==> config.mk <==
export PLATFORM = sky130hd
export DESIGN_NAME = game_flow_ctrl
export DESIGN_NICKNAME = d
export VERILOG_FILES = /design/src/rtl/game_flow_ctrl.sv
export SDC_FILE = /design/constraint.sdc
export NUM_CORES = 1
export LEC_CHECK = 0
export BUFFER_PORTS_ARGS = -buffer_cell sky130_fd_sc_hd__buf_4
export CAP_MARGIN = 20
export CORE_MARGIN = 2
export CORE_UTILIZATION = 33
export CTS_CLUSTER_DIAMETER = 200
export DETAILED_ROUTE_END_ITERATION = 6
export SLEW_MARGIN = 20
export SYNTH_ARGS = -nofsm -noshare
export SYNTH_HDL_FRONTEND = slang
export SYNTH_SLANG_ARGS = --single-unit
==> constraint.sdc <==
create_clock -name clk -period 8.12 [get_ports clk]
set_input_delay 0.406 -clock clk [delete_from_list [all_inputs] [get_ports clk]]
set_output_delay 0.406 -clock clk [all_outputs]
set_load 0.05 [all_outputs]
==> src/rtl/game_flow_ctrl.sv <==
// ---------------------------------------------------------------------------
// game_flow_ctrl -- round sequencer for the bubble game.
//
// Tracks one round through IDLE -> PLAY -> WIN/LOSE, keeps the round score,
// optionally runs a countdown timer, and builds the status row of cell image
// indices shown along the top of the display.
//
// Optional feature: define GAME_TIMER_EN to build the countdown timer (tick
// divider, timer register, timeout loss, timer digits on the status row).
// Without it the round ends only by score or by a bubble reaching the player,
// tick is tied low and the timer cells stay dark.
//
// Ports
//   clk        in   single clock, all state on the rising edge
//   rst        in   asynchronous active-low reset
//   en         in   start/restart request (level, acted on at its rising edge)
//   pop_cnt    in   bubbles popped this round
//   reach      in   a bubble reached the player row (loss)
//   score_row  out  status row, cell 0 in the MSBs
//   state      out  0 IDLE, 1 PLAY, 2 WIN, 3 LOSE (also the FSM debug view)
//   playing    out  high in PLAY
//   finish     out  high in WIN or LOSE
//   tick       out  one-cycle pulse per timer tick while playing
//
// All outputs are registered; each is computed from the next-state values so
// that state, flags and status row always change on the same clock edge.
// There is no valid/ready handshake: outputs are level signals valid every
// cycle after the edge that produced them.
// ---------------------------------------------------------------------------
module game_flow_ctrl #(
   parameter int NUM_COLS     = 8,
   parameter int CELL_W       = 5,
   parameter int CNT_W        = 7,
   parameter int SCORE_TARGET = 40,
   parameter int TIME_LIMIT   = 60,
   parameter int TICK_DIV     = 100000000
) (
   input  logic                         clk,
   input  logic                         rst,
   input  logic                         en,
   input  logic [CNT_W-1:0]             pop_cnt,
   input  logic                         reach,
   output logic [NUM_COLS*CELL_W-1:0]   score_row,
   output logic [1:0]                   state,
   output logic                         playing,
   output logic                         finish,
   output logic                         tick
);

   typedef enum logic [1:0] {
      ST_IDLE = 2'd0,
      ST_PLAY = 2'd1,
      ST_WIN  = 2'd2,
      ST_LOSE = 2'd3
   } state_e;

   localparam int                ROW_W     = NUM_COLS * CELL_W;
   localparam logic [CELL_W-1:0] CELL_DARK = CELL_W'(31);
   localparam logic [CELL_W-1:0] CELL_WIN  = CELL_W'(16);  // bubble colour 1
   localparam logic [CELL_W-1:0] CELL_LOSE = CELL_W'(10);  // player colour 1
   localparam logic [31:0]       TARGET_U  = 32'(SCORE_TARGET);

   state_e               state_q, state_d;
   logic                 en_q, en_vld_q, en_rise;
   logic [31:0]          pop_ext;
   logic [9:0]           score_sat, score_q, score_d;
   logic                 win_cond, timeout, enter_play, tick_d;
   logic [CELL_W-1:0]    tmr_tens, tmr_ones;
   logic [ROW_W-1:0]     score_row_q, score_row_d;
   logic                 playing_q, finish_q, tick_q;

   // en_vld_q stays low for the first edge after reset so that an en held
   // high across reset release is seen as a level, not as a new request.
   assign en_rise   = en & ~en_q & en_vld_q;
   assign pop_ext   = 32'(pop_cnt);
   assign score_sat = (pop_ext > 32'd999) ? 10'd999 : pop_ext[9:0];
   assign win_cond  = (pop_ext >= TARGET_U);

   // ---------------------------------------------------------------- FSM ---
   always_comb begin
      state_d = state_q;
      case (state_q)
         ST_IDLE, ST_WIN, ST_LOSE: begin
            if (en_rise) state_d = ST_PLAY;
         end
         ST_PLAY: begin
            // win is checked first so a simultaneous loss cannot override it
            if (win_cond)              state_d = ST_WIN;
            else if (reach || timeout) state_d = ST_LOSE;
         end
         default: state_d = ST_IDLE;
      endcase
   end

   assign enter_play = (state_q != ST_PLAY) && (state_d == ST_PLAY);

   // Score follows pop_cnt while playing (including the cycle that ends the
   // round) and then holds until the next round starts.
   always_comb begin
      score_d = score_q;
      if (enter_play)               score_d = 10'd0;
      else if (state_q == ST_PLAY)  score_d = score_sat;
   end

   // -------------------------------------------------------------- timer ---
`ifdef GAME_TIMER_EN
   localparam int                DIV_W    = (TICK_DIV > 2) ? $clog2(TICK_DIV) : 1;
   localparam logic [DIV_W-1:0]  DIV_LAST = DIV_W'(TICK_DIV - 1);

   logic [DIV_W-1:0] cnt_q, cnt_d;
   logic [6:0]       timer_q, timer_d;
   logic             tick_wrap;

   always_comb begin
      tick_wrap = (state_q == ST_PLAY) && (cnt_q == DIV_LAST);
      cnt_d     = cnt_q;
      timer_d   = timer_q;
      if (enter_play) begin
         cnt_d   = '0;
         timer_d = 7'(TIME_LIMIT);
      end else if (state_q == ST_PLAY) begin
         cnt_d = tick_wrap ? '0 : cnt_q + DIV_W'(1);
         if (tick_wrap && (timer_q != 7'd0)) timer_d = timer_q - 7'd1;
      end
      timeout  = (timer_q == 7'd0);
      tick_d   = tick_wrap;
      tmr_tens = CELL_W'(timer_d / 7'd10);
      tmr_ones = CELL_W'(timer_d % 7'd10);
   end

   always_ff @(posedge clk or negedge rst) begin
      if (!rst) begin
         cnt_q   <= '0;
         timer_q <= 7'(TIME_LIMIT);
      end else begin
         cnt_q   <= cnt_d;
         timer_q <= timer_d;
      end
   end
`else
   assign timeout  = 1'b0;
   assign tick_d   = 1'b0;
   assign tmr_tens = CELL_DARK;
   assign tmr_ones = CELL_DARK;
`endif

   // --------------------------------------------------------- status row ---
   always_comb begin
      score_row_d = {NUM_COLS{CELL_DARK}};
      if (state_d != ST_IDLE) begin
         score_row_d[ROW_W-1          -: CELL_W] = CELL_W'(score_d / 10'd100);
         score_row_d[ROW_W-1-CELL_W   -: CELL_W] = CELL_W'((score_d / 10'd10) % 10'd10);
         score_row_d[ROW_W-1-2*CELL_W -: CELL_W] = CELL_W'(score_d % 10'd10);
         if (state_d == ST_WIN)
            score_row_d[ROW_W-1-3*CELL_W -: CELL_W] = CELL_WIN;
         else if (state_d == ST_LOSE)
            score_row_d[ROW_W-1-3*CELL_W -: CELL_W] = CELL_LOSE;
         score_row_d[2*CELL_W-1 -: CELL_W] = tmr_tens;
         score_row_d[CELL_W-1   -: CELL_W] = tmr_ones;
      end
   end

   // ---------------------------------------------------------- registers ---
   always_ff @(posedge clk or negedge rst) begin
      if (!rst) begin
         state_q     <= ST_IDLE;
         en_q        <= 1'b0;
         en_vld_q    <= 1'b0;
         score_q     <= 10'd0;
         score_row_q <= {NUM_COLS{CELL_DARK}};
         playing_q   <= 1'b0;
         finish_q    <= 1'b0;
         tick_q      <= 1'b0;
      end else begin
         state_q     <= state_d;
         en_q        <= en;
         en_vld_q    <= 1'b1;
         score_q     <= score_d;
         score_row_q <= score_row_d;
         playing_q   <= (state_d == ST_PLAY);
         finish_q    <= (state_d == ST_WIN) || (state_d == ST_LOSE);
         tick_q      <= tick_d;
      end
   end

   assign score_row = score_row_q;
   assign state     = state_q;
   assign playing   = playing_q;
   assign finish    = finish_q;
   assign tick      = tick_q;

endmodule

==> key figures <==
Pwr
  • Leakage power: 1.574 nW
  • Maximum vdd drop: 190.3 uV
  • Power per standard cell area: 416.6 nW/um2
  • Overall Power: ~1.6 mW

Timing
  • Tightest Pin Transition: ~0.78 ns
  • Max frequency: approximately 180 MHz
  • Slew Limit Headroom: 47.26%
  • Max-slew violations: 0
  • Setup ws final: 2.559 ns
  • Crit share post-route: 68.49%
  • TNS Setup: 0 ns
  • Fin crit period: 5.561 ns
  • Clock skew: 0.01288 ns
  • Endpoints failing setup: 0
  • Final hold violations: 0
  • RSZ-0062 raised after global routing: no

Clock tree
  • Sink Count: 34
  • Clk_lat worst skew: 0.30 ns
  • CTS tree: built
  • H-tree levels: 2
  • Hold buffer count at CTS: 0
  • Num CTS Buffers: 5
  • Setup Fix Bufs, Post-CTS: 0
  • CTS root buffer: clkbuf_8
  • Clock slew at reported path FFs: 0.08 ns
  • Worst-case clock buffer depth: 2
  • Resized cells post-CTS: 0

Synthesis
  • Fraction of synthesized area in multiplexers: less than 1%
  • FFs w/ async S/R, synth: between 90% and 100%
  • Simple-gate share of the synthesized area: a little under a quarter
  • Syn Area/Cell: 8.002 um2
  • Cells after Synth: 440
  • Cell Area, Synth: approximately 3500 um2
  • Seq/Total Area, Yosys: between 20% and 30%
  • Flip-flop and latch count after synthesis: 34
  • Adder-Cell Fraction of Synth Area: 3.056%
  • EDFF count, synth: 0
  • Synth cell types: 93
  • Xor-xnor portion of the synthesized cell area: 2.239%
  • Post-synth top flop: dfstp_2
  • Ys Warns: 0
  • Main combinational cell family by area after synthesis: compound AO/OA/AOI/OAI gates
  • Synth Area in Compound Gates: 34.40%

Die
  • Area of the core: 10320 um2
  • Die H: 107.3 um
  • Initial Utilization: 34.10%
  • Full die area: 11510 um2
  • Chip width: roughly 110 um
  • FP Rows: 37
  • I/O Pins: 56

Global route
  • Vias in the first global route: 3229
  • GRT Util Overall: 16.89%
  • Grt ovf: 0
  • Largest net degree at the start of global routing: 35
  • Initial antenna violation count: 0
  • First-pass GRT wire length: 15.79 mm

Placed design
  • I/O Buffers: 34
  • Dpl ws: 2.528 ns
  • Placed cells: 587
  • Final GP Congestion: 0.9408
  • Detailed placement HPWL: between 7 and 8 mm

Setup path
  • Worst R2R Start: state[0]
  • Setup crit end kind: flip-flop
  • Crit path kind: reg2reg
  • Worst-path maximum fanout: 13
  • R2R Setup Slk: ~2.6 ns
  • Worst Setup SP: state[0]
  • CP Launch Type: flip-flop
  • Worst Path Arrival: 5.77 ns
  • CP required: roughly 8.3 ns

Min path
  • Worst hold path type: in2async

Route
  • Initial DRC count: 349
  • Via/cell ratio: 5.750
  • Routed WL: 9.414 mm
  • Routed WL per cell: 15.82 um
  • DR DRC count: 0
  • Via Count: 3421
  • Post-route ant nets: 0
  • DR pass1 iterations: 5

Cells and area
  • Synthesis-to-finish area growth: 8.635%
  • Commonest non-fill, non-tap cell in the layout: nand2_1
  • Non-Filler Instances: 595
  • FILL cells: 1091
  • Layout cells sized above 1: 21.79%
  • Antenna cells: 0
  • Fin nets: 476
  • Commonest non-fill, non-tap cells in the layout: nand2_1, nor2_1, buf_4

Job
  • Max Cap Viol: 0

Status
  • Status: completed
==> where the power goes <==
part           switching (mW)  total [mW]  leakage (nW)  internal, mW
sequential             0.0466       0.315         0.391         0.269
combinational           0.754        1.13          1.13         0.373
clock                  0.0637       0.151        0.0566        0.0876
==> layout make-up <==
type,instances,area [um2],share of cell area (%)
well taps,136,170.2,4.449
repair buffers,34,255.2,6.673
multi-input cells,360,2321,60.68
inverters,23,93.84,2.453
flip-flops and latches,34,873.3,22.83
clock buffers,8,111.4,2.911
==> per-stage QoR <==
stage	instance area [um2]	utilization (%)	hold slack (ns)
finish	3825	37.05	0.03400
global placement	3714	35.97	0.3681
CTS	3825	37.05	0.05188
detailed placement	3714	35.97	0.3733
global route	3825	37.05	0.06821
floorplan	3596	-	0.1104
==> metal layers <==
| layer | wire, um | GRT usage, % | up-vias |
|---|---|---|---|
| met5 | 0 | 0 | - |
| met4 | 144 | 6.122 | 0 |
| met3 | 631 | 1.634 | 11 |
| met2 | 4333 | 27.89 | 162 |
| met1 | 4304 | 22.88 | 1636 |
| li1 | - | - | 1612 |
==> synthesized netlist by cell type (4+ instances only) <==
cell type | number | area share [%]
a211oi_1 | 5 | 1.1
o22ai_1 | 9 | 1.6
nor3_1 | 8 | 1.1
nand2_1 | 45 | 4.8
buf_2 | 9 | 1.3
nand3_1 | 14 | 2.0
o211ai_1 | 7 | 1.5
ha_1 | 7 | 2.5
xnor2_1 | 7 | 1.7
a21o_1 | 5 | 1.1
dfstp_2 | 18 | 13
nand2b_1 | 9 | 1.6
o21ai_1 | 4 | 0.57
buf_4 | 26 | 5.5
a31oi_1 | 7 | 1.2
a21oi_1 | 33 | 4.7
nor2_1 | 42 | 4.5
inv_1 | 19 | 2.0
and2_1 | 7 | 1.2
dfrtp_1 | 16 | 11
buf_6 | 5 | 1.6
nand3b_1 | 4 | 0.85
a311oi_1 | 5 | 1.2
o21ai_0 | 27 | 3.8
==> critical path: stages (launching register included) <==
cell      delay, ns
dfrtp_1        0.49
nor2b_4        0.23
nor2_1         0.60
and3_4         0.33
or2_1          0.33
inv_4          0.15
o2111a_1       0.15
a21oi_1        0.33
o211ai_4       0.19
a21o_1         0.24
a21oi_1        0.27
inv_1          0.09
ha_1           0.24
nand2_1        0.10
nor3_1         0.05
o32a_1         0.34
a311o_2        0.35
and2_2         0.22
nand3_1        0.09
and2_1         0.16
ha_1           0.23
nand2_1        0.06
a21oi_1        0.05
a41oi_1        0.18
==> worst paths after layout <==
kind	end	cells past startpoint
worst max-delay path	score_row[32]	23
worst min-delay path	playing	1
worst max register to register	score_row[32]	23
worst min register to register	score_q[0]	2
max in group asynchronous	score_row[30]	1
min in group clk	en_q	1
==> cells by family after synthesis <==
kind of cell               Yosys count
AOI/OAI and AO/OA                  156
xor gates and xnor gates             9
adders and majority gates            9
buffers and inverters               66
DFF                                 34
muxes                                3
other                                2
and+or+nand+nor                    161
==> sequential cells by signal, indices dropped and copies added, names as in the netlist <==
| register | count |
|---|---|
| score_row | 18 |
| score_q | 10 |
| state | 2 |
| en_q | 1 |
| en_vld_q | 1 |
| finish | 1 |
| playing | 1 |
No activity file was read; power rests on OpenSTA's default activity.
